File: src/rtl/bus_arbiter_pkg.sv
// bus_arbiter_pkg: shared types and constants for the round-robin bus arbiter
package bus_arbiter_pkg;
  localparam int MAX_MASTERS = 8;
  localparam int ID_W = 3;
  typedef enum logic [1:0] {IDLE, GRANT, BUSY, RELEASE} state_e;
endpackage

File: src/rtl/bus_arbiter_rr_priority_picker.sv
// rr_priority_picker: picks the first requester searching upward from last_i+1, wrapping at N
module rr_priority_picker
  import bus_arbiter_pkg::*;
#(
  parameter int N = 4
) (
  input  logic [N-1:0]    req_i,
  input  logic [ID_W-1:0] last_i,
  output logic [N-1:0]    winner_o,
  output logic [ID_W-1:0] idx_o
);
  // Scan from farthest to nearest so the nearest requester after last_i overwrites the rest
  always_comb begin
    winner_o = '0;
    idx_o = '0;
    for (int k = N; k >= 1; k--)
      if (|(req_i & (N'(1) << ((int'(last_i) + k) % N)))) begin
        winner_o = N'(1) << ((int'(last_i) + k) % N);
        idx_o = ID_W'((int'(last_i) + k) % N);
      end
  end
endmodule

File: src/rtl/bus_arbiter.sv
// bus_arbiter: round-robin bus arbiter holding the grant across a whole transaction, with a grant watchdog
module bus_arbiter
  import bus_arbiter_pkg::*;
#(
  parameter int NR_OF_MASTERS = 4,
  parameter int GRANT_TIMEOUT = 15
) (
  input  logic                     clock_i,
  input  logic                     reset_ni,
  input  logic [NR_OF_MASTERS-1:0] request_bus_i,
  input  logic                     begin_transaction_i,
  input  logic                     end_transaction_i,
  input  logic                     bus_error_i,
  output logic [NR_OF_MASTERS-1:0] bus_grant_o,
  output logic [ID_W-1:0]          granted_id_o,
  output logic                     bus_idle_o,
  output logic                     timeout_pulse_o
);
  localparam int WD_W = $clog2(GRANT_TIMEOUT + 1);

  state_e                   state_q;
  logic [NR_OF_MASTERS-1:0] grant_q;
  logic [NR_OF_MASTERS-1:0] winner;
  logic [ID_W-1:0]          id_q;
  logic [ID_W-1:0]          last_q;
  logic [ID_W-1:0]          winner_idx;
  logic                     idle_q;
  logic                     timeout_q;
  logic [WD_W-1:0]          wd_q;
  logic [WD_W-1:0]          wd_d;

  rr_priority_picker #(.N(NR_OF_MASTERS)) u_picker (
    .req_i   (request_bus_i),
    .last_i  (last_q),
    .winner_o(winner),
    .idx_o   (winner_idx)
  );

  assign wd_d = (wd_q == '0) ? '0 : wd_q - 1'b1;

  // Arbitration state machine; grant, id, idle and timeout pulse are registered alongside the state
  always_ff @(posedge clock_i or negedge reset_ni) begin
    if (!reset_ni) begin
      state_q   <= IDLE;
      grant_q   <= '0;
      id_q      <= '0;
      last_q    <= ID_W'(NR_OF_MASTERS - 1);
      idle_q    <= 1'b1;
      timeout_q <= 1'b0;
      wd_q      <= '0;
    end else begin
      timeout_q <= 1'b0;
      case (state_q)
        IDLE:
          if (|request_bus_i) begin
            grant_q <= winner;
            id_q    <= winner_idx;
            last_q  <= winner_idx;
            idle_q  <= 1'b0;
            wd_q    <= WD_W'(GRANT_TIMEOUT);
            state_q <= GRANT;
          end
        GRANT:
          if (begin_transaction_i) state_q <= BUSY;
          else if (bus_error_i || wd_q == '0) begin
            grant_q   <= '0;
            idle_q    <= 1'b1;
            timeout_q <= !bus_error_i;
            state_q   <= RELEASE;
          end else wd_q <= wd_d;
        BUSY:
          if (end_transaction_i || bus_error_i) begin
            grant_q <= '0;
            idle_q  <= 1'b1;
            state_q <= RELEASE;
          end
        default: state_q <= IDLE;
      endcase
    end
  end

  assign bus_grant_o     = grant_q;
  assign granted_id_o    = id_q;
  assign bus_idle_o      = idle_q;
  assign timeout_pulse_o = timeout_q;
endmodule

File: config.mk
export PLATFORM = sky130hd
export DESIGN_NAME = bus_arbiter
export DESIGN_NICKNAME = d
export VERILOG_FILES = /design/src/rtl/bus_arbiter_pkg.sv /design/src/rtl/bus_arbiter_rr_priority_picker.sv /design/src/rtl/bus_arbiter.sv
export SDC_FILE = /design/constraint.sdc
export NUM_CORES = 1
export LEC_CHECK = 0
export ABC_AREA = 1
export BUFFER_PORTS_ARGS = -buffer_cell sky130_fd_sc_hd__buf_2
export CORE_MARGIN = 8
export CORE_UTILIZATION = 38
export CTS_CLUSTER_SIZE = 40
export DETAILED_ROUTE_END_ITERATION = 7
export GPL_TIMING_DRIVEN = 0
export HOLD_SLACK_MARGIN = 0.12
export PLACE_DENSITY = 0.62
export SYNTH_ARGS = -nofsm -noshare
export SYNTH_HDL_FRONTEND = slang
export SYNTH_SLANG_ARGS = --single-unit
File: constraint.sdc
create_clock -name clock_i -period 2.3 [get_ports clock_i]
set_input_delay 0.345 -clock clock_i [delete_from_list [all_inputs] [get_ports clock_i]]
set_output_delay 0.345 -clock clock_i [all_outputs]
set_load 0.01 [all_outputs]
==> impl_metrics.tcl <==
set metrics [dict create \
    ant_nets 0 \
    routed_via_density 4.64 \
    crit_path_end_kind "register" \
    drv_cap 0 \
    power.net_switching_uw 1090 \
    final_util 0.449 \
    worstPathRequired_ps 2480 \
    yosysWarnings 0 \
    vdd_ir_drop_max_mv 0.509 \
    fp.dieArea_sq_um 5600 \
    hold_viol 0 \
    first_pass_iters 4 \
    muxShareOfSynthArea 0 \
    pwr-share-clk 0.083 \
    synthXorXnorAreaFrac 0 \
    status "complete, no violations" \
    p_leak_uw 0.000789 \
    gr-total-overflow 0 \
    postCtsSetupBuffers 0 \
    p_seq_frac 0.241 \
    synth_area_sq_um 1310 \
    synth_compound_area_frac 0.0943 \
    worstSkewPairLatency_ps 280 \
    rsz0062_at_grt "no" \
    syn_nets 197 \
    cts_buffers 3 \
    synth_cell_types 32 \
    drt_iter0_drc 93 \
    worstSetupEndpoint "bus_grant_o[0]$_DFFE_PN0P_" \
    dpl.hpwl_mm 2.02 \
    synth_seq_cells 16 \
    clock_path_buffers 2 \
    startpoint "last_q[0]$_DFFE_PN1P_" \
    synth_fa_ha_area_frac 0.0762 \
    start_util 0.394 \
    die_w_um 74.8 \
    placed_cell_area_sq_um 1450 \
    slew_viol_final 0 \
    crit-reg2reg-capture "bus_grant_o[0]$_DFFE_PN0P_" \
    core_region_area_sq_um 3340 \
    grt_util_all_layers 0.105 \
    netSwitchingFraction 0.497 \
    max_freq_ghz 0.530 \
    hold_path_class "in2reg" \
    pwr-share-comb 0.676 \
    drive_gt1_frac 0.254 \
    routed_wl_mm 2.60 \
    cp.arrival_ps 2070 \
    p_per_area_nw_per_um2 1460 \
    fin_setup_tns_ps 0 \
    die_h_um 74.8 \
    synth_top_family_by_area "simple AND/OR/NAND/NOR gates" \
    setup_viol 0 \
    gp_congestion 0.791 \
    internal_power_uw 1100 \
    routed-via-count 1147 \
    fin_crit_sh 0.820 \
    grt_pass1_vias 1033 \
    htree_levels 1 \
    port_buffers 16 \
    ioPinCount 18 \
    start_kind "register" \
    antenna_cells 0 \
    reg2regPathDepth 13 \
    antenna_found_initial 0 \
    crit_path_max_fanout 9 \
    crit_top_cell "nand2_1" \
    final_nets 219 \
    crit_type "reg2reg" \
    crit_slowest_cell "dfstp_2" \
    synth-simple-area-share 0.423 \
    r2r_setup_slack_ps 410 \
    cts_tree "built" \
    grt_pass1_wl_mm 4.65 \
    crit_chain "inv_1 > ha_1 > buf_6 > nand2_1 > nand2_2 > nor2_4 > nor2_1 > nor2_1 > nand2_1 > nand2_1 > nand2_1 > nand2_1 > nand2_1" \
    root_buffer "clkbuf_4" \
    placementRows 21 \
    nFillCells 353 \
    regToRegStartpoint "last_q[0]$_DFFE_PN1P_" \
    period_needed_ps 1890 \
    slowest_delay_ps 580 \
    wl_per_cell_um 10.5 \
    synth_cells 180 \
    avgSynthCellArea_sq_um 7.30 \
    grt_max_degree 17 \
    fin_area_sq_um 1500 \
    area_delta_synth_final_pct 14.0 \
    clock_skew_ps 0.638 \
    synth-seq-area-share 0.308 \
    drcViolationCount 0 \
    cts_sinks 16 \
    clkTransAtPathRegs_ps 90 \
]
cell usage after synthesis (all sizes together):
library cell / instances / share of area
o31ai: 1 / 0.0057
inv: 19 / 0.056
nor3: 1 / 0.0038
ha: 8 / 0.076
buf: 5 / 0.040
nand3b: 2 / 0.011
nand3: 8 / 0.030
or2: 2 / 0.0095
dfstp: 3 / 0.060
o211ai: 2 / 0.011
nor2: 19 / 0.086
nand4: 6 / 0.033
a21boi: 1 / 0.0057
a21oi: 6 / 0.031
nor4: 1 / 0.0048
o21ai: 9 / 0.034
o21a: 1 / 0.0057
dfrtp: 13 / 0.25
nand2: 72 / 0.24
conb: 1 / 0.0029
cell type report:
cell class | count | area (sq um) | share of cell area
repair buffers | 17 | 90.1 | 0.0602
plain buffers | 5 | 52.6 | 0.0351
flip-flops and latches | 16 | 404 | 0.270
multi-input cells | 140 | 783 | 0.523
well taps | 46 | 57.6 | 0.0384
inverters | 19 | 73.8 | 0.0493
clock buffers | 4 | 36.3 | 0.0242
power groups by stage:
stage                     combinational, uW  clock [uW]  sequential, uW
after detailed placement               1490           0             533
after global placement                 1490           0             529
final                                  1480         182             527
after floorplan                        1190           0             540
after CTS                              1490         192             528
after global routing                   1690         207             544
flip-flops by register name, summed over array words and instances, names as in the netlist:
signal           count
wd_q                 4
last_q               2
bus_grant_o          4
timeout_pulse_o      1
granted_id_o         2
state_q              2
bus_idle_o           1
critical path: cells and delay by family (launching register included):
family	cells	cell delay [ps]
simple gates	10	760
flops	1	580
buf+inv	2	230
fa+ha+maj	1	210
cell usage in the layout (no fill, tap or decap), types with 2 or more instances in the layout:
cell	n
nand2_1	60
inv_1	16
buf_2	16
nor2_1	14
dfrtp_1	13
nand2_2	8
nand3_1	8
o21ai_0	8
ha_1	8
nand4_1	5
a21oi_1	5
buf_6	4
nand2_4	4
nor2_4	3
dfstp_2	3
clkbuf_4	3
inv_2	2
o211ai_1	2
nand3b_1	2
kinds of logic (layout without fill, tap and decap cells):
| group | after synthesis | after routing |
|---|---|---|
| simple gates | 111 | 111 |
| buf+inv | 24 | 45 |
| compound gates | 20 | 20 |
| flops | 16 | 16 |
| fa+ha+maj | 8 | 8 |
| other cells | 1 | 1 |
through the flow:
| stage | setup slack (ps) | power, uW | hold WS (ps) | instances |
|---|---|---|---|---|
| after floorplan | 580 | 1730 | 49.4 | 180 |
| after detailed placement | 425 | 2020 | 289 | 242 |
| final | 413 | 2190 | 254 | 247 |
| after global routing | 257 | 2440 | 245 | 247 |
| after CTS | 406 | 2220 | 245 | 247 |
| after global placement | 443 | 2020 | 286 | 242 |
repair_timing:
item / 4_1_cts / 5_1_grt
resized for setup: 0 / 0
endpoints found under the hold margin: 13 / 0
hold buffers: 1 / 0
metal layers:
layer | wire, um | vias to the layer above | global-route usage
li1 | - | 609 | -
met1 | 1250 | 511 | 0.144
met2 | 1170 | 25 | 0.154
met3 | 152 | 2 | 0.0240
met4 | 20 | 0 | 0.0391
met5 | 0 | - | 0
worst min path at each step:
stage	to	cells past startpoint	startpoint	slack [ps]
2_1_floorplan	bus_grant_o[0]$_DFFE_PN0P_	0	reset_ni	50
3_5_place_dp	bus_grant_o[0]$_DFFE_PN0P_	1	reset_ni	290
5_1_grt	timeout_pulse_o$_DFF_PN0_	2	bus_error_i	240
6_report	timeout_pulse_o$_DFF_PN0_	2	bus_error_i	250
3_3_place_gp	bus_grant_o[1]$_DFFE_PN0P_	1	reset_ni	290
4_1_cts	timeout_pulse_o$_DFF_PN0_	2	bus_error_i	240
Power figures use the tool's default switching activity.
